## config.mk

```make
export PLATFORM = sky130hd
export DESIGN_NAME = pixel_word_packer
export DESIGN_NICKNAME = d
export VERILOG_FILES = /design/src/rtl/pixel_pack_pkg.sv /design/src/rtl/axis_word_reg.sv /design/src/rtl/pixel_word_packer.sv
export SDC_FILE = /design/constraint.sdc
export NUM_CORES = 1
export LEC_CHECK = 0
export CORE_ASPECT_RATIO = 1.1
export CORE_MARGIN = 1
export CORE_UTILIZATION = 50
export DETAILED_ROUTE_END_ITERATION = 10
export PLACE_DENSITY = 0.75
export SLEW_MARGIN = 10
export SYNTH_ARGS = -nofsm -noshare
export SYNTH_HDL_FRONTEND = slang
export SYNTH_SLANG_ARGS = --single-unit
```

## constraint.sdc

```tcl
create_clock -name clk_in -period 2.85 [get_ports clk_in]
set_clock_uncertainty 0.1 [all_clocks]
set_input_delay 0.285 -clock clk_in [delete_from_list [all_inputs] [get_ports clk_in]]
set_output_delay 0.285 -clock clk_in [all_outputs]
set_load 0.005 [all_outputs]
```

## src/rtl/pixel_pack_pkg.sv

```systemverilog
// Shared widths and lane indexing for the pixel-to-word packer.
package pixel_pack_pkg;

  localparam int PIXEL_WIDTH_DEF = 16;
  localparam int WORD_WIDTH_DEF  = 128;
  localparam int LANES_DEF       = WORD_WIDTH_DEF / PIXEL_WIDTH_DEF;
  localparam int LANE_IDX_W      = (LANES_DEF > 1) ? $clog2(LANES_DEF) : 1;

  typedef logic [LANE_IDX_W-1:0] lane_idx_t;

endpackage

```

## src/rtl/axis_word_reg.sv

```systemverilog
// Single-entry AXIS output register: loads a word, holds it until handoff, then empties.
module axis_word_reg #(
  parameter int WORD_WIDTH = 128
) (
  input  logic                  clk_in,
  input  logic                  rst_n_in,
  input  logic                  load_i,
  input  logic [WORD_WIDTH-1:0] data_i,
  input  logic                  tuser_i,
  input  logic                  ready_i,
  output logic                  valid_o,
  output logic [WORD_WIDTH-1:0] data_o,
  output logic                  tuser_o,
  output logic                  out_free_o
);

  logic                  valid_q, valid_d;
  logic [WORD_WIDTH-1:0] data_q, data_d;
  logic                  tuser_q, tuser_d;

  // The producer only asserts load_i while out_free_o is high, so no word is ever overwritten.
  assign out_free_o = !valid_q || ready_i;

  always_comb begin
    valid_d = valid_q;
    data_d  = data_q;
    tuser_d = tuser_q;
    if (load_i) begin
      valid_d = 1'b1;
      data_d  = data_i;
      tuser_d = tuser_i;
    end else if (ready_i) begin
      valid_d = 1'b0;
    end
  end

  always_ff @(posedge clk_in or negedge rst_n_in) begin
    if (!rst_n_in) begin
      valid_q <= 1'b0;
      data_q  <= '0;
      tuser_q <= 1'b0;
    end else begin
      valid_q <= valid_d;
      data_q  <= data_d;
      tuser_q <= tuser_d;
    end
  end

  assign valid_o = valid_q;
  assign data_o  = data_q;
  assign tuser_o = tuser_q;

endmodule

```

## src/rtl/pixel_word_packer.sv

```systemverilog
// Packs pixels LSB-lane-first into words; a frame start mid-word flushes a zero-padded partial word.
module pixel_word_packer
  import pixel_pack_pkg::*;
#(
  parameter int PIXEL_WIDTH = PIXEL_WIDTH_DEF,
  parameter int WORD_WIDTH  = WORD_WIDTH_DEF
) (
  input  logic                   clk_in,
  input  logic                   rst_n_in,
  input  logic [PIXEL_WIDTH-1:0] pixel_data_in,
  input  logic                   pixel_tuser_in,
  input  logic                   pixel_valid_in,
  output logic                   pixel_ready_out,
  output logic [WORD_WIDTH-1:0]  word_axis_data,
  output logic                   word_axis_tuser,
  output logic                   word_axis_valid,
  input  logic                   word_axis_ready,
  output logic [15:0]            flush_count_out,
  output logic [31:0]            word_count_out
);

  localparam int LANES = WORD_WIDTH / PIXEL_WIDTH;
  localparam int LW    = (LANES > 1) ? $clog2(LANES) : 1;
  localparam logic [LW-1:0] LAST_LANE = LW'(LANES - 1);

  logic [LW-1:0]         lane_cnt_q, lane_cnt_d;
  logic [WORD_WIDTH-1:0] acc_q, acc_d, load_data;
  logic                  acc_tuser_q, acc_tuser_d, load_tuser;
  logic                  ready_en_q;
  logic [15:0]           flush_cnt_q, flush_cnt_d;
  logic [31:0]           word_cnt_q, word_cnt_d;
  logic                  out_free, accept, last_lane, lane_zero;
  logic                  do_flush, do_complete, load, handoff;

  assign last_lane = (lane_cnt_q == LAST_LANE);
  assign lane_zero = (lane_cnt_q == '0);

  // Only stall when this accept would have to emit a word into a busy output register.
  assign pixel_ready_out = ready_en_q &&
                           (out_free || (!last_lane && !pixel_tuser_in) || lane_zero);

  assign accept      = pixel_valid_in && pixel_ready_out;
  assign do_flush    = accept && pixel_tuser_in && !lane_zero;
  assign do_complete = accept && last_lane && !do_flush;
  assign load        = do_flush || do_complete;
  assign handoff     = word_axis_valid && word_axis_ready;

  always_comb begin
    acc_d       = acc_q;
    acc_tuser_d = acc_tuser_q;
    lane_cnt_d  = lane_cnt_q;
    load_data   = acc_q;
    load_tuser  = acc_tuser_q;
    if (do_flush) begin
      // Partial word leaves as-is (unused lanes are already zero); new frame starts at lane 0.
      acc_d                    = '0;
      acc_d[PIXEL_WIDTH-1:0]   = pixel_data_in;
      acc_tuser_d              = 1'b1;
      lane_cnt_d               = LW'(1);
    end else if (accept) begin
      acc_d[lane_cnt_q*PIXEL_WIDTH +: PIXEL_WIDTH] = pixel_data_in;
      if (lane_zero) begin
        acc_tuser_d = pixel_tuser_in;
      end
      if (last_lane) begin
        load_data   = acc_d;
        load_tuser  = acc_tuser_d;
        acc_d       = '0;
        acc_tuser_d = 1'b0;
        lane_cnt_d  = '0;
      end else begin
        lane_cnt_d = lane_cnt_q + 1'b1;
      end
    end
  end

  always_comb begin
    flush_cnt_d = flush_cnt_q;
    word_cnt_d  = word_cnt_q;
    if (do_flush && (flush_cnt_q != 16'hFFFF)) begin
      flush_cnt_d = flush_cnt_q + 16'd1;
    end
    if (handoff) begin
      word_cnt_d = word_cnt_q + 32'd1;
    end
  end

  always_ff @(posedge clk_in or negedge rst_n_in) begin
    if (!rst_n_in) begin
      lane_cnt_q  <= '0;
      acc_q       <= '0;
      acc_tuser_q <= 1'b0;
      ready_en_q  <= 1'b0;
      flush_cnt_q <= '0;
      word_cnt_q  <= '0;
    end else begin
      lane_cnt_q  <= lane_cnt_d;
      acc_q       <= acc_d;
      acc_tuser_q <= acc_tuser_d;
      ready_en_q  <= 1'b1;
      flush_cnt_q <= flush_cnt_d;
      word_cnt_q  <= word_cnt_d;
    end
  end

  axis_word_reg #(
    .WORD_WIDTH(WORD_WIDTH)
  ) u_out_reg (
    .clk_in    (clk_in),
    .rst_n_in  (rst_n_in),
    .load_i    (load),
    .data_i    (load_data),
    .tuser_i   (load_tuser),
    .ready_i   (word_axis_ready),
    .valid_o   (word_axis_valid),
    .data_o    (word_axis_data),
    .tuser_o   (word_axis_tuser),
    .out_free_o(out_free)
  );

  assign flush_count_out = flush_cnt_q;
  assign word_count_out  = word_cnt_q;

endmodule

```

# Word-level counts from Yosys, hierarchy flattened
# Cells that the tools add are included.
dict set report totals {
  ramBits 0
  wordCells 57
  output_inout_bits 179
  ff_bits 311
  rom_bits 0
  latch_bits 0
  in_bits 21
  n_memories 0
}
dict set report classes {
  div_mod_pow 0
  bitwise_logic 0
  n_reduce_logical 21
  order_cmp 0
  n_eq_ne 2
  shifts 2
  multipliers 0
  muxes 19
  addsub 4
}
# cell count
set op_table {}
lappend op_table {{$mux 128} 6}
lappend op_table {{$bwmux 128} 1}
lappend op_table {{$shift 16x34->128 const A} 1}
lappend op_table {{$shiftx 16x34->128} 1}
lappend op_table {{$neg 7->34} 1}
lappend op_table {{$add 32x1->32 const B} 1}
lappend op_table {{$add 16x1->16 const B} 1}
lappend op_table {{$ne 16x16->1 const B} 1}
lappend op_table {{$logic_and 1x1->1} 9}
lappend op_table {{$mux 1} 9}
lappend op_table {{$mux 3} 3}
lappend op_table {{$logic_not 1->1} 5}
lappend op_table {{$logic_or 1x1->1} 4}
lappend op_table {{$reduce_bool 2->1} 2}
lappend op_table {{$add 3x1->3 const B} 1}
lappend op_table {{$eq 3x3->1 const B} 1}
lappend op_table {{$logic_not 3->1} 1}

# Longest topological paths before layout
# Gate-level depths: netlist of run 1.
dict set report logic_depth {
  depth_word 13
  depth_mapped 13
  mapped_depth_nobuf 7
}

# Modules after synthesis
# A second synthesis of run 1 with hierarchy kept.
dict set report unflattened {
  cells_unflattened 1079
  area_unflattened_um2 14188.6
}
# mod cells_each area_per_inst_um2 n_inst
set by_module_without_submodules {}
lappend by_module_without_submodules {pixel_word_packer 804 9335.2 1}
lappend by_module_without_submodules {axis_word_reg 275 4853.4 1}

# Worst setup path after synthesis of run 1
# OpenSTA, ideal clock, no wires.
dict set report synth_timing {
  path_kind {register -> register}
  from {register lane_cnt_q[0]}
  to {register acc_q[100]}
  path_stages_with_launch 12
  period_less_slack_ns 2.923
  t_arrival_ns 2.702
  t_required_ns 2.629
  path_buffers 4
  setup_ns 0.121
  path_slack_ns -0.073
  path_cell_list {dfrtp_1 buf_6 clkinv_1 clkbuf_1 ha_1 ha_1 or3b_1 buf_2 o2111ai_4 nor2_1 clkbuf_1 a22o_1}
}
dict set report synth_via {
  elab_chain_cells 10
  elab_cells_between_ends 19
}
# item line
set synth_rtl {}
lappend synth_rtl {{start, declared} pixel_word_packer.sv:26} ;# logic [LW-1:0] lane_cnt_q, lane_cnt_d;
lappend synth_rtl {{start signal, assigned} pixel_word_packer.sv:97} ;# lane_cnt_q <= lane_cnt_d;
lappend synth_rtl {{branches (longest 10 deep; another with $neg 7->34)} --}
lappend synth_rtl {{end signal, assigned} pixel_word_packer.sv:91} ;# acc_q <= '0;
lappend synth_rtl {{end signal, assigned} pixel_word_packer.sv:98} ;# acc_q <= acc_d;
lappend synth_rtl {{end, declared} pixel_word_packer.sv:27} ;# logic [WORD_WIDTH-1:0] acc_q, acc_d, load_data;
# Parallel ways; which one is timed is not known. The select of a mux whose other input is x is not followed.
# A chain may end at the register's enable or synchronous reset.

# Final worst setup path of run 1
dict set report layout_timing {
  from {register lane_cnt_q[0]}
  to {register u_out_reg.data_q[95] (netlist: u_out_reg.data_o[95])}
}
dict set report layout_via {
  elab_chain_cells 12
  elab_cells_between_ends 22
}
# item line
set layout_rtl {}
lappend layout_rtl {{branches (longest 12 deep; another with $neg 7->34)} --}
lappend layout_rtl {{end signal, assigned} axis_word_reg.sv:44} ;# data_q <= data_d;
lappend layout_rtl {{end, declared} axis_word_reg.sv:18} ;# logic [WORD_WIDTH-1:0] data_q, data_d;
# Parallel ways; which one is timed is not known.

==> results.txt, run 1 <==
The number of top-level pins came out at 200. The worst reg2reg path endpoint is u_out_reg.data_o[95]$_DFFE_PN0P_. Input and output buffers added on the ports amount to 199. The required time of the critical path is 3.22 ns.

Once detail routing completed, the nets flagged for antenna violations numbered 0. The placer's final routability congestion estimate came out at 0.871. The dominant combinational cell family by area after synthesis is compound AO/OA/AOI/OAI gates.

The fraction of final layout cells with drive strength greater than 1 is 9.84%. Synthesis produced a netlist with a net count of 1353. The share of total power in the clock network came out at 27.6%. The layout-stage area growth over the synthesis result came out at 27.1%. The internal power of the cells totals 0.00989 W.

In the routed design, unresolved DRC markers number 0. The reg2reg setup slack came out at 0.13 ns. The final core utilization is 64.6%. The register clock-pin slew on the reported worst setup and hold paths came out at 0.06 ns.

The number of violations of the max-capacitance limit came out at 0. The number of placed cells counting well taps came out at 1868. The first TritonRoute pass finished after 5 iterations. The die footprint came out at 0.0289 mm2. The number of synthesized flops with an enable pin came out at 0. The final critical-path share of the clock period is 95.3%. In this run the cell area of the synthesized design comes to 0.0141 mm2.

The core region is 0.0278 mm2. The average footprint of a synthesized cell is 10.7 um2. The initial cell density of the core came out at 50.8%. The combined flip-flop and latch cell area came out at 0.00778 mm2. The root buffer cell chosen for the clock tree is clkbuf_16. The number of rows in the core area came out at 64. Setup slack closes at 0.133 ns. Dividing the detail-routed wire length by the instance count gives 21.0 um. The analysis attributes to cell leakage a power of 7.51 nW. The number of standard cells in the final layout excluding fillers came out at 1928. Counting flops and latches in the post-synthesis netlist gives 311. Per report_power, the combinational group accounts for 31.7% of the total. The H-tree level count is 1.

The clock sink count came out at 311. The hold violation count in the final report came to 0. Registers are responsible for 40.7% of the overall power. The maximum clock insertion buffer count came out at 3.

The first global-routing pass estimated 63300 um of wire. The peak ir drop on the vdd network is 0.000442 V. The count of different cell masters after synthesis came out at 56. The share of synthesized registers carrying an async set or reset is 100%. The peak clock frequency supported by timing is 368 MHz.

The number of global-route vias before repair came to 11400. STA classifies the critical path startpoint as a flop. The area share of and/or/nand/nor cells after synthesis came out at 13.7%. In this run the tightest slew margin relative to its limit is 21.5%.

The arrival time of the worst setup path is 3.09 ns. The iteration-0 DRC count of the detailed router came out at 1176. The fraction of synthesized area in multiplexers is 5.84%. The floorplan die width is 162 um. The worst setup timing slack at the placement stage came out at 0.0630 ns. TritonCTS built the clock tree. The total power came out at 0.0146 W. The worst setup path is of the flop to flop kind. The fraction of the mapped netlist area in compound gates came out at 18.1%. The flow ran to the end, and the final reports show no timing, DRC or antenna violations. The combined area of the multi-input logic cells is 0.00590 mm2. Net switching is 32.3% of the power. The worst setup path is captured at a flop. The number of nets in the layout is 1571.

Setup repair after global routing could not meet its margin everywhere. For this design the ratio of total power to cell area is 814 mW/mm2. The number of antenna violations at the first check in global routing is 0.

The largest net degree at the start of global routing came out at 97. The routed design could run at a clock period as short as 2.72 ns. For this run, the number of Yosys warnings is 0. The count of fill cells added during filler insertion is 2165.

The placed wire-length estimate after detailed placement came out at 27100 um. TritonCTS created 31 clock buffers. The total global routing track utilization came out at 27.9%. The worst register-to-register path has a depth of 9. The switching power summed over all nets is 0.00473 W. For this block, the via count after detailed routing is 11800. The via-per-instance ratio came out at 6.13. In this run the worst path has a maximum fanout of 31. The die height came out at 178 um. The worst register-to-register path begins at lane_cnt_q[0]$_DFFE_PN0P_. The clock network latency to the later pin of the worst-skew pair came out at 0.55 ns. The proportion of synthesized chip area in sequential cells came out at 55.1%. Setup violations remaining at the end of the flow were counted as 0. The worst hold path belongs to the class input port to asynchronous set/reset pin. The xor and xnor fraction of the mapped netlist area is 2.79%. For this block, the routed nets add up to 40600 um of wire. The number of antenna diodes in the final layout is 0. The most used flip-flop cell after synthesis is dfrtp_1.

Summing the areas of all fa, ha and maj instances in the mapped netlist gives 0.798% of the synthesized area. The residual overflow from global routing came out at 0. At the pin with the least slew margin, the transition time is 1.18 ns. The cell count after synthesis came out at 1323.

The final number of max-transition violations is 0.
==> how the worst max path moves through the flow <==
stage | from | cells past startpoint | slack [ns] | end
floorplan | lane_cnt_q[0]$_DFFE_PN0P_ | 11 | 0.002 | flush_count_out[11]$_DFFE_PN0P_
CTS | lane_cnt_q[1]$_DFFE_PN0P_ | 8 | 0.002 | acc_q[108]$_DFFE_PN0P_
finish | lane_cnt_q[0]$_DFFE_PN0P_ | 9 | 0.13 | u_out_reg.data_o[95]$_DFFE_PN0P_
global route | lane_cnt_q[0]$_DFFE_PN0P_ | 9 | -0.02 | u_out_reg.data_o[95]$_DFFE_PN0P_
detailed placement | lane_cnt_q[1]$_DFFE_PN0P_ | 8 | 0.06 | acc_q[105]$_DFFE_PN0P_
global placement | lane_cnt_q[0]$_DFFE_PN0P_ | 8 | 0.18 | acc_q[105]$_DFFE_PN0P_
==> state kept, by name, summed over array words and instances (netlist names) <==
name               count
u_out_reg.tuser_o      1
acc_tuser_q            1
ready_en_q             1
word_count_out        32
acc_q                128
u_out_reg.valid_o      1
u_out_reg.data_o     128
flush_count_out       16
lane_cnt_q             3
==> kinds of logic after synthesis <==
kind of cell | count (synthesis)
other | 1
flip-flops | 311
adder cells (fa/ha/maj) | 9
AND/OR/NAND/NOR | 365
multiplexers | 82
AO/OA/AOI/OAI | 395
XOR/XNOR | 45
buffers and inverters | 115
==> cells in the final DEF (no fill, tap or decap), drive strengths merged, types with 29 or more instances in the layout <==
master,synthesis,routed
clkbuf,59,42
nand3,55,55
clkdlybuf4s50,0,197
o21ai,199,199
nand2,103,103
a22o,45,45
mux2i,79,79
and2,29,29
nor2,57,57
a31oi,35,35
buf,36,81
a22oi,78,78
xnor2,30,30
dfrtp,311,311
==> through the flow <==
step | hold WS (ns) | setup TNS, ns | cell area [um2]
after floorplan | -0.111 | 0 | 14100
after global placement | 0.209 | 0 | 16900
after detailed placement | 0.207 | 0 | 16900
after CTS | 0.229 | 0 | 17900
after global routing | 0.258 | -0.0418 | 17900
final | 0.183 | 0 | 17900
==> synth_stat cells (2+ instances only) <==
library cell    n  area (um2)
nand2_1       103         387
a22oi_1        78         586
buf_2          29         145
xor2_1         15         131
nor3_1          9        45.0
ha_1            9         113
a22o_1         45         394
buf_6           3        33.8
a21oi_1         6        30.0
o21ai_1         5        25.0
clkbuf_1       59         221
nor2b_1         4        25.0
xnor2_1        30         263
and2_1         29         181
nor4b_1        15         131
dfrtp_1       311        7780
a31oi_1        35         219
and3_1         14        87.6
nand3_1        55         275
nand2b_1        4        25.0
mux2i_1        79         791
or3_4           2        22.5
o22ai_1         2        12.5
mux2_2          2        22.5
nor3b_1         6        45.0
buf_4           4        30.0
nor2_1         56         210
nor4_2          2        25.0
nor4bb_1        4        40.0
o21ai_0       193         966
and4_1         10        87.6
o31ai_1         2        15.0
a221o_1        21         210
nand4_1        23         144
nor4_1         21         131
inv_1          18        67.6
==> critical path, cell delays in order, from the launching register on <==
cell      delay (ns)
dfrtp_1         0.38
clkinv_1        0.10
ha_1            0.23
ha_1            0.26
buf_4           0.26
nand3b_1        0.50
nor3_1          0.37
buf_4           0.19
nand3_1         0.07
a31oi_1         0.18
==> power by group through the flow <==
| stage | sequential [W] | clock, W | combinational [W] |
|---|---|---|---|
| 6_report | 0.00595 | 0.00403 | 0.00464 |
| 5_1_grt | 0.00604 | 0.00426 | 0.00500 |
| 4_1_cts | 0.00594 | 0.00408 | 0.00460 |
| 3_5_place_dp | 0.00599 | 0 | 0.00458 |
| 3_3_place_gp | 0.00598 | 0 | 0.00447 |
| 2_1_floorplan | 0.00587 | 0 | 0.00227 |
==> what timing repair did <==
action | CTS | global route
gates resized for setup | 2 | 6
hold buffers | 1 | 0
buffers inserted | 1 | 1
hold endpoints to repair | 67 | 0
pin swaps | 1 | 0
setup endpoints to repair | 1 | 38
==> area by class of cell <==
| class | instances | share of cell area (%) |
|---|---|---|
| Clock inverter | 15 | 0.725 |
| Clock buffer | 42 | 4.83 |
| Multi-Input combinational cell | 897 | 32.9 |
| Timing Repair Buffer | 280 | 15.2 |
| Sequential cell | 311 | 43.4 |
| Inverter | 20 | 0.418 |
| Tap cell | 363 | 2.53 |
==> metal layers <==
metal | global-route usage (%) | wire length (um) | up-vias
met1 | 40.1 | 17500 | 5951
met2 | 43.7 | 19200 | 478
li1 | - | - | 5313
met3 | 3.51 | 2680 | 71
met5 | 0 | 0 | -
met4 | 9.83 | 1140 | 0
No activity file was read; power rests on OpenSTA's default activity.
==> run 2: changes to the inputs <==
ABC_AREA = 1   (was not set)
CORE_UTILIZATION = 51   (was 50)
HOLD_SLACK_MARGIN = 0.05   (was not set)
==> results.txt, run 2 <==
The residual overflow from global routing came out at 0 (unchanged). The final critical-path share of the clock period came out at 93.4% (was 95.3%). The placed wire-length estimate after detailed placement came out at 33100 um (was 27100 um). The average footprint of a synthesized cell came to 7.28 um2 (was 10.7 um2). The summed instance area of the synthesized netlist came out at 0.0165 mm2 (was 0.0141 mm2).

The source of the worst register-to-register timing path is lane_cnt_q[1]$_DFFE_PN0P_ (was lane_cnt_q[0]$_DFFE_PN0P_). The post-synthesis register bit count is 311 (unchanged). The H-tree level count is 2 (was 1). The maximum clock insertion buffer count came out at 3 (unchanged). The number of nets produced by synthesis is 2296 (was 1353).

The worst reg2reg path endpoint is u_out_reg.data_o[9]$_DFFE_PN0P_ (was u_out_reg.data_o[95]$_DFFE_PN0P_). The number of antenna violations at the first check in global routing is 0 (unchanged). The total CTS buffers was 35 (was 31).

The leakage power of the design came to 10.1 nW (was 7.51 nW). The final number of max-transition violations was 0 (unchanged). The cell area power density is 836 mW/mm2 (was 814 mW/mm2). The layout-stage area growth over the synthesis result is 21.6% (was 27.1%).

The number of top-level pins came out at 200 (unchanged). The endpoint type of the worst setup path is an output pin (was flop). The total negative slack came to 0 ns (unchanged). The share of the synthesized area in the top cell type is 47.1% (was 55.1%). The hold violation count in the final report is 0 (unchanged). The core footprint came out at 0.0317 mm2 (was 0.0278 mm2). The number of nets in the layout is 2444 (was 1571). The die footprint is 0.0331 mm2 (was 0.0289 mm2). The placer's final routability congestion estimate was 0.938 (was 0.871). The category of the critical setup timing path is flop to output pin (was flop to flop). The combined area of the multi-input logic cells is 0.00764 mm2 (was 0.00590 mm2). Result of the run: complete, no violations (unchanged).

The peak fanout along the critical path came out at 5 (was 31). Leading cell types in the layout, fill and taps excluded: 867 x nand2_1, 507 x nand3_1, 310 x dfrtp_1 (was 311 x dfrtp_1, 197 x clkdlybuf4s50_1, 193 x o21ai_0). The die height came out at 191 um (was 178 um). The worst setup timing slack at the placement stage came out at 0.209 ns (was 0.0630 ns). The count of endpoints failing setup in the final report is 0 (unchanged).

The type of element launching the critical path is a flop (unchanged). The final wirelength is 51000 um (was 40600 um). The via-per-instance ratio came to 5.75 (was 6.13). The reg2reg setup slack was 0.31 ns (was 0.13 ns). Setup repair after global routing missed its margin: false (was true).

The TritonCTS clock tree is done (unchanged). The number of violations of the max-capacitance limit is 0 (unchanged). The peak ir drop on the vdd network came to 0.000631 V (was 0.000442 V).

The time the final worst path needs with I/O delays and setup was 2.66 ns (was 2.72 ns). The cell type with the largest total area after synthesis is dfrtp_1 (unchanged). The number of synthesized flops with an enable pin came out at 0 (unchanged).

The final worst setup slack is 0.188 ns (was 0.133 ns). The largest net degree at the start of global routing came out at 110 (was 97). The iteration-0 DRC count of the detailed router came out at 1999 (was 1176). The most common cell after layout, fill and taps aside is nand2_1 (was dfrtp_1). The post-synthesis instance total is 2266 (was 1323). The kind of path behind the tightest hold check is input port to asynchronous set/reset pin (unchanged). The count of warnings emitted by yosys came to 0 (unchanged). The number of buffers inserted to repair setup after CTS is 0 (was 1). The combined flip-flop and latch cell area was 0.00778 mm2 (about the same). The total global routing track utilization came out at 31.1% (was 27.9%).

The first-pass iteration count of the detailed router came out at 7 (was 5). The transition at the pin with the smallest max-transition slack is 0.805 ns (was 1.18 ns). The clock sink count is 311 (unchanged). The residual DRC count is 0 (unchanged). The register clock-pin slew on the reported worst setup and hold paths was 0.06 ns (about the same). The proportion of synthesized chip area in sequential cells came to 47.1% (was 55.1%). The tightest slew margin relative to the limit is 46.3% (was 21.5%). The count of different cell masters after synthesis is 30 (was 56). The most instantiated flip-flop cell in the synthesis netlist is dfrtp_1 (unchanged). The share of synthesized registers carrying an async set or reset came out at 100% (unchanged). The floorplan die width came to 174 um (was 162 um). The antenna diode count is 0 (unchanged). Biggest area contributors in the synthesized netlist: dfrtp_1 47%, nand2_1 20%, nand3_1 15%, inv_1 2.4%, buf_2 2.1% (was dfrtp_1 55%, o21ai_0 6.8%, mux2i_1 5.6%, a22oi_1 4.1%, a22o_1 2.8%). The post-detailed-route count of antenna-violating nets came out at 0 (unchanged). Most used standard cells in the synthesized netlist: 868 x nand2_1, 507 x nand3_1, 311 x dfrtp_1 (was 311 x dfrtp_1, 193 x o21ai_0, 103 x nand2_1). The per-cell routed wire length is 17.8 um (was 21.0 um). The number of global-route vias before repair is 15600 (was 11400).

The number of rows in the core area is 68 (was 64). The peak clock frequency supported by timing came out at 376 MHz (was 368 MHz). The count of fill cells added during filler insertion came out at 2760 (was 2165). The fraction of final layout cells with drive strength greater than 1 is 5.66% (was 9.84%). The initial cell density of the core is 52.2% (was 50.8%). The number of vias after detailed routing came out at 16400 (was 11800). The clock network latency to the later pin of the worst-skew pair was 0.52 ns (was 0.55 ns).

The arrival time of the worst setup path was 2.28 ns (was 3.09 ns). The required time of the critical path is 2.47 ns (was 3.22 ns). The length in cells of the worst reg-to-reg path came out at 10 (was 9).

The clock tree root buffer cell is clkbuf_16 (unchanged). The number of input and output port buffers inserted is 199 (unchanged). The leading cell type by number of instances after synthesis was nand2_1 (was dfrtp_1). The wire length of the first global-routing pass came out at 83100 um (was 63300 um).
[run 2: changes by cell type after synthesis, moves of 78 or more]
cell,delta
nand3_1,+452
a22oi_1,-78
nand2_1,+765
inv_1,+89
o21ai_0,-137
mux2i_1,-79
[run 2: timing repair]
item	in CTS	in global routing
hold buffers	1	0
gates resized for setup	2	1
endpoints found under the hold margin	69	0
endpoints found under the setup margin	1	2
[run 2: critical path, cell delays in order, from the launching register on]
cell	delay (ns)
dfrtp_2	0.46
ha_1	0.26
ha_1	0.27
buf_4	0.19
nor2_1	0.12
nor2_1	0.06
nor2_1	0.15
dlygate4sd2_1	0.27
[run 2: metal layers]
| metal | global-route usage (%) | vias to the layer above | part of all wire, % |
|---|---|---|---|
| met5 | 0 | - | 0 |
| met4 | 13.9 | 0 | 4.3 |
| met3 | 5.24 | 128 | 8.2 |
| met2 | 49.4 | 853 | 46 |
| met1 | 42.1 | 7772 | 41 |
| li1 | - | 7671 | - |
[run 2: through the flow]
stage,util [%],total power [W],instances,hold WS (ns),instance area [um2]
detailed placement,59.8,0.0122,2796,0.159,18900
CTS,63.4,0.0168,2857,0.227,20100
global placement,59.8,0.0121,2796,0.156,18900
global route,63.4,0.0178,2857,0.251,20100
finish,63.4,0.0168,2857,0.203,20100
floorplan,-,0.00962,2266,-0.111,16500
[run 2: kinds of logic (layout without fill, tap and decap cells)]
family	after synthesis	after routing	share of synthesized area (%)
buffers and inverters	259	430	6.66
DFF	311	311	47.1
AOI/OAI and AO/OA	96	96	2.95
and+or+nand+nor	1561	1561	41.0
other	1	1	0.0227
xor gates and xnor gates	29	29	1.54
adders and majority gates	9	9	0.682
[run 2: power by group]
part           total [W]  internal, W  switching [W]
clock network    0.00446      0.00262        0.00184
logic            0.00613      0.00243        0.00370
registers        0.00619      0.00539       0.000808
total             0.0168       0.0104        0.00635
[run 2: how the worst max path moves through the flow]
stage                              start                      to  depth (start not counted)
3_3_place_gp   lane_cnt_q[1]$_DFFE_PN0P_  acc_q[114]$_DFFE_PN0P_                          9
4_1_cts        lane_cnt_q[1]$_DFFE_PN0P_         pixel_ready_out                          7
5_1_grt        lane_cnt_q[1]$_DFFE_PN0P_         pixel_ready_out                          7
6_report       lane_cnt_q[1]$_DFFE_PN0P_         pixel_ready_out                          7
3_5_place_dp   lane_cnt_q[1]$_DFFE_PN0P_  acc_q[126]$_DFFE_PN0P_                          9
2_1_floorplan  lane_cnt_q[1]$_DFFE_PN0P_  acc_q[125]$_DFFE_PN0P_                         11
[run 2: final cells by class]
class / count / area share (%)
Multi-Input combinational cell: 1696 / 38.0
Inverter: 112 / 2.12
Clock buffer: 51 / 5.37
Timing Repair Buffer: 258 / 12.8
Sequential cell: 311 / 38.8
Clock inverter: 9 / 0.255
Tap cell: 420 / 2.62
==> run 3: changes to the inputs <==
PLACE_DENSITY = 0.77   (was 0.75)
==> results.txt, run 3 (synthesis results as in run 2) <==
Result of the run: complete, no violations (unchanged). The total global routing track utilization is 31.2% (was 31.1%). The number of top-level pins is 200 (unchanged). The number of vias after detailed routing is 16500 (was 16400). The number of antenna violations at the first check in global routing came to 1 (was 0). The cell area power density is 850 mW/mm2 (was 836 mW/mm2). The combined flip-flop and latch cell area came out at 0.00778 mm2 (unchanged). The TritonCTS clock tree is done (unchanged). The maximum clock insertion buffer count came out at 3 (unchanged).

The iteration-0 DRC count of the detailed router came to 1952 (was 1999). The initial cell density of the core was 52.2% (unchanged). The placed wire-length estimate after detailed placement was 33400 um (was 33100 um). The layout-stage area growth over the synthesis result came out at 21.7% (was 21.6%). The peak ir drop on the vdd network came out at 0.000514 V (was 0.000631 V). The number of rows in the core area was 68 (unchanged). The leakage power of the design was 10.0 nW (was 10.1 nW). The residual overflow from global routing is 0 (unchanged). The arrival time of the worst setup path came out at 2.36 ns (was 2.28 ns). The final wirelength is 51500 um (was 51000 um). The number of violations of the max-capacitance limit was 0 (unchanged). The worst path buffer plus inverter count was 2 (unchanged). The endpoint type of the worst setup path is an output pin (unchanged). The number of placed cells counting well taps came out at 2791 (was 2796). The residual DRC count came out at 0 (unchanged).

The delay of the slowest cell on the worst path came out at 0.52 ns (was 0.46 ns). The wire length of the first global-routing pass came out at 83500 um (was 83100 um). The most common cell after layout, fill and taps aside is nand2_1 (unchanged). The H-tree level count is 2 (unchanged). The combined area of the multi-input logic cells was 0.00765 mm2 (was 0.00764 mm2). The per-cell routed wire length is 18.0 um (was 17.8 um). The final critical-path share of the clock period is 96.2% (was 93.4%). The type of element launching the critical path is a flop (unchanged).

CP Cell Sequence: ha_2, ha_2, buf_4, nor2_1, nor2_1, nor2_2, clkdlybuf4s50_1 (was ha_1, ha_1, buf_4, nor2_1, nor2_1, nor2_1, dlygate4sd2_1). The antenna diode count is 0 (unchanged). The count of endpoints failing setup in the final report is 0 (unchanged). The peak clock frequency supported by timing is 365 MHz (was 376 MHz).

The number of nets in the layout came to 2439 (was 2444). The first-pass iteration count of the detailed router came out at 8 (was 7). The die height is 191 um (unchanged). The clock sink count came out at 311 (unchanged). The time the final worst path needs with I/O delays and setup came out at 2.74 ns (was 2.66 ns). The kind of path behind the tightest hold check is input port to asynchronous set/reset pin (unchanged). The critical path's top delay family was buffers and inverters (was adder cells). The hold violation count in the final report came to 0 (unchanged).

The fraction of final layout cells with drive strength greater than 1 is 5.59% (was 5.66%). The final core utilization came out at 63.5% (was 63.4%). The required time of the critical path came to 2.47 ns (about the same).

The register clock-pin slew on the reported worst setup and hold paths came out at 0.06 ns (about the same). The total negative slack came out at 0 ns (unchanged). The number of standard cells in the final layout excluding fillers came out at 2853 (was 2857). The minimum hold slack was 0.252 ns (was 0.203 ns). The via-per-instance ratio came out at 5.80 (was 5.75).

The category of the critical setup timing path is flop to output pin (unchanged). The clock tree root buffer cell is clkbuf_16 (unchanged). The placer's final routability congestion estimate came out at 0.937 (was 0.938). The clock network latency to the later pin of the worst-skew pair is 0.52 ns (about the same). The count of fill cells added during filler insertion is 2768 (was 2760).

Setup repair after global routing missed its margin: false (unchanged). Leading cell types in the layout, fill and taps excluded: 868 x nand2_1, 507 x nand3_1, 310 x dfrtp_1 (was 867 x nand2_1, 507 x nand3_1, 310 x dfrtp_1). The final worst setup slack came out at 0.109 ns (was 0.188 ns). The floorplan die width came to 174 um (unchanged). The peak fanout along the critical path is 5 (unchanged). The number of global-route vias before repair was 15800 (was 15600).

The transition at the pin with the smallest max-transition slack came to 0.727 ns (was 0.805 ns). The worst setup timing slack at the placement stage came to 0.147 ns (was 0.209 ns). The largest net degree at the start of global routing came out at 110 (unchanged).

The tightest slew margin relative to the limit is 51.5% (was 46.3%). The die footprint is 0.0331 mm2 (unchanged). The final number of max-transition violations came out at 0 (unchanged). The core footprint came to 0.0317 mm2 (unchanged). The total CTS buffers was 34 (was 35). The critical-path cell with the highest stage delay is clkdlybuf4s50_1 (was dfrtp_2). The post-detailed-route count of antenna-violating nets came out at 0 (unchanged).

The number of input and output port buffers inserted was 199 (unchanged).
-- run 3: power by group --
part	switching (W)	internal (W)
Combinational	0.00377	0.00241
Clock	0.00186	0.00284
Sequential	0.000817	0.00538
-- run 3: stage by stage --
stage               total power, W  cell area, um2
CTS                         0.0170           20100
global placement            0.0121           18900
finish                      0.0171           20100
floorplan                  0.00962           16500
detailed placement          0.0122           18900
global route                0.0180           20100
-- run 3: path summary, 6_finish.rpt --
path,start,to,slack [ns],cells past startpoint
worst max-delay path,lane_cnt_q[0]$_DFFE_PN0P_,pixel_ready_out,0.11,7
worst min-delay path,rst_n_in,flush_count_out[1]$_DFFE_PN0P_,0.25,2
worst max register to register,lane_cnt_q[1]$_DFFE_PN0P_,u_out_reg.data_o[104]$_DFFE_PN0P_,0.16,10
worst min register to register,u_out_reg.data_o[110]$_DFFE_PN0P_,u_out_reg.data_o[110]$_DFFE_PN0P_,0.38,2
max in group asynchronous,rst_n_in,acc_q[41]$_DFFE_PN0P_,1.56,3
min in group clk_in,u_out_reg.data_o[110]$_DFFE_PN0P_,u_out_reg.data_o[110]$_DFFE_PN0P_,0.38,2
-- run 3: layout make-up --
type / count / share of cell area [%]
Clock buffer: 45 / 4.79
Tap cell: 420 / 2.62
Timing Repair Buffer: 254 / 12.6
Clock inverter: 15 / 1.03
Multi-Input combinational cell: 1696 / 38.1
Inverter: 112 / 2.12
Sequential cell: 311 / 38.7
-- run 3: repair_timing --
item	4_1_cts	5_1_grt
setup buffers	0	1
hold buffers	1	0
gates resized for setup	2	4
endpoints found under the hold margin	73	0
endpoints found under the setup margin	1	47
-- run 3: per-layer routing --
metal / global-route usage (%) / share of wire [%] / wire length [um]
met5: 0 / 0 / 0
met4: 14.0 / 4.7 / 2420
met3: 5.14 / 8.9 / 4570
met2: 49.1 / 46 / 23600
met1: 42.6 / 41 / 20800
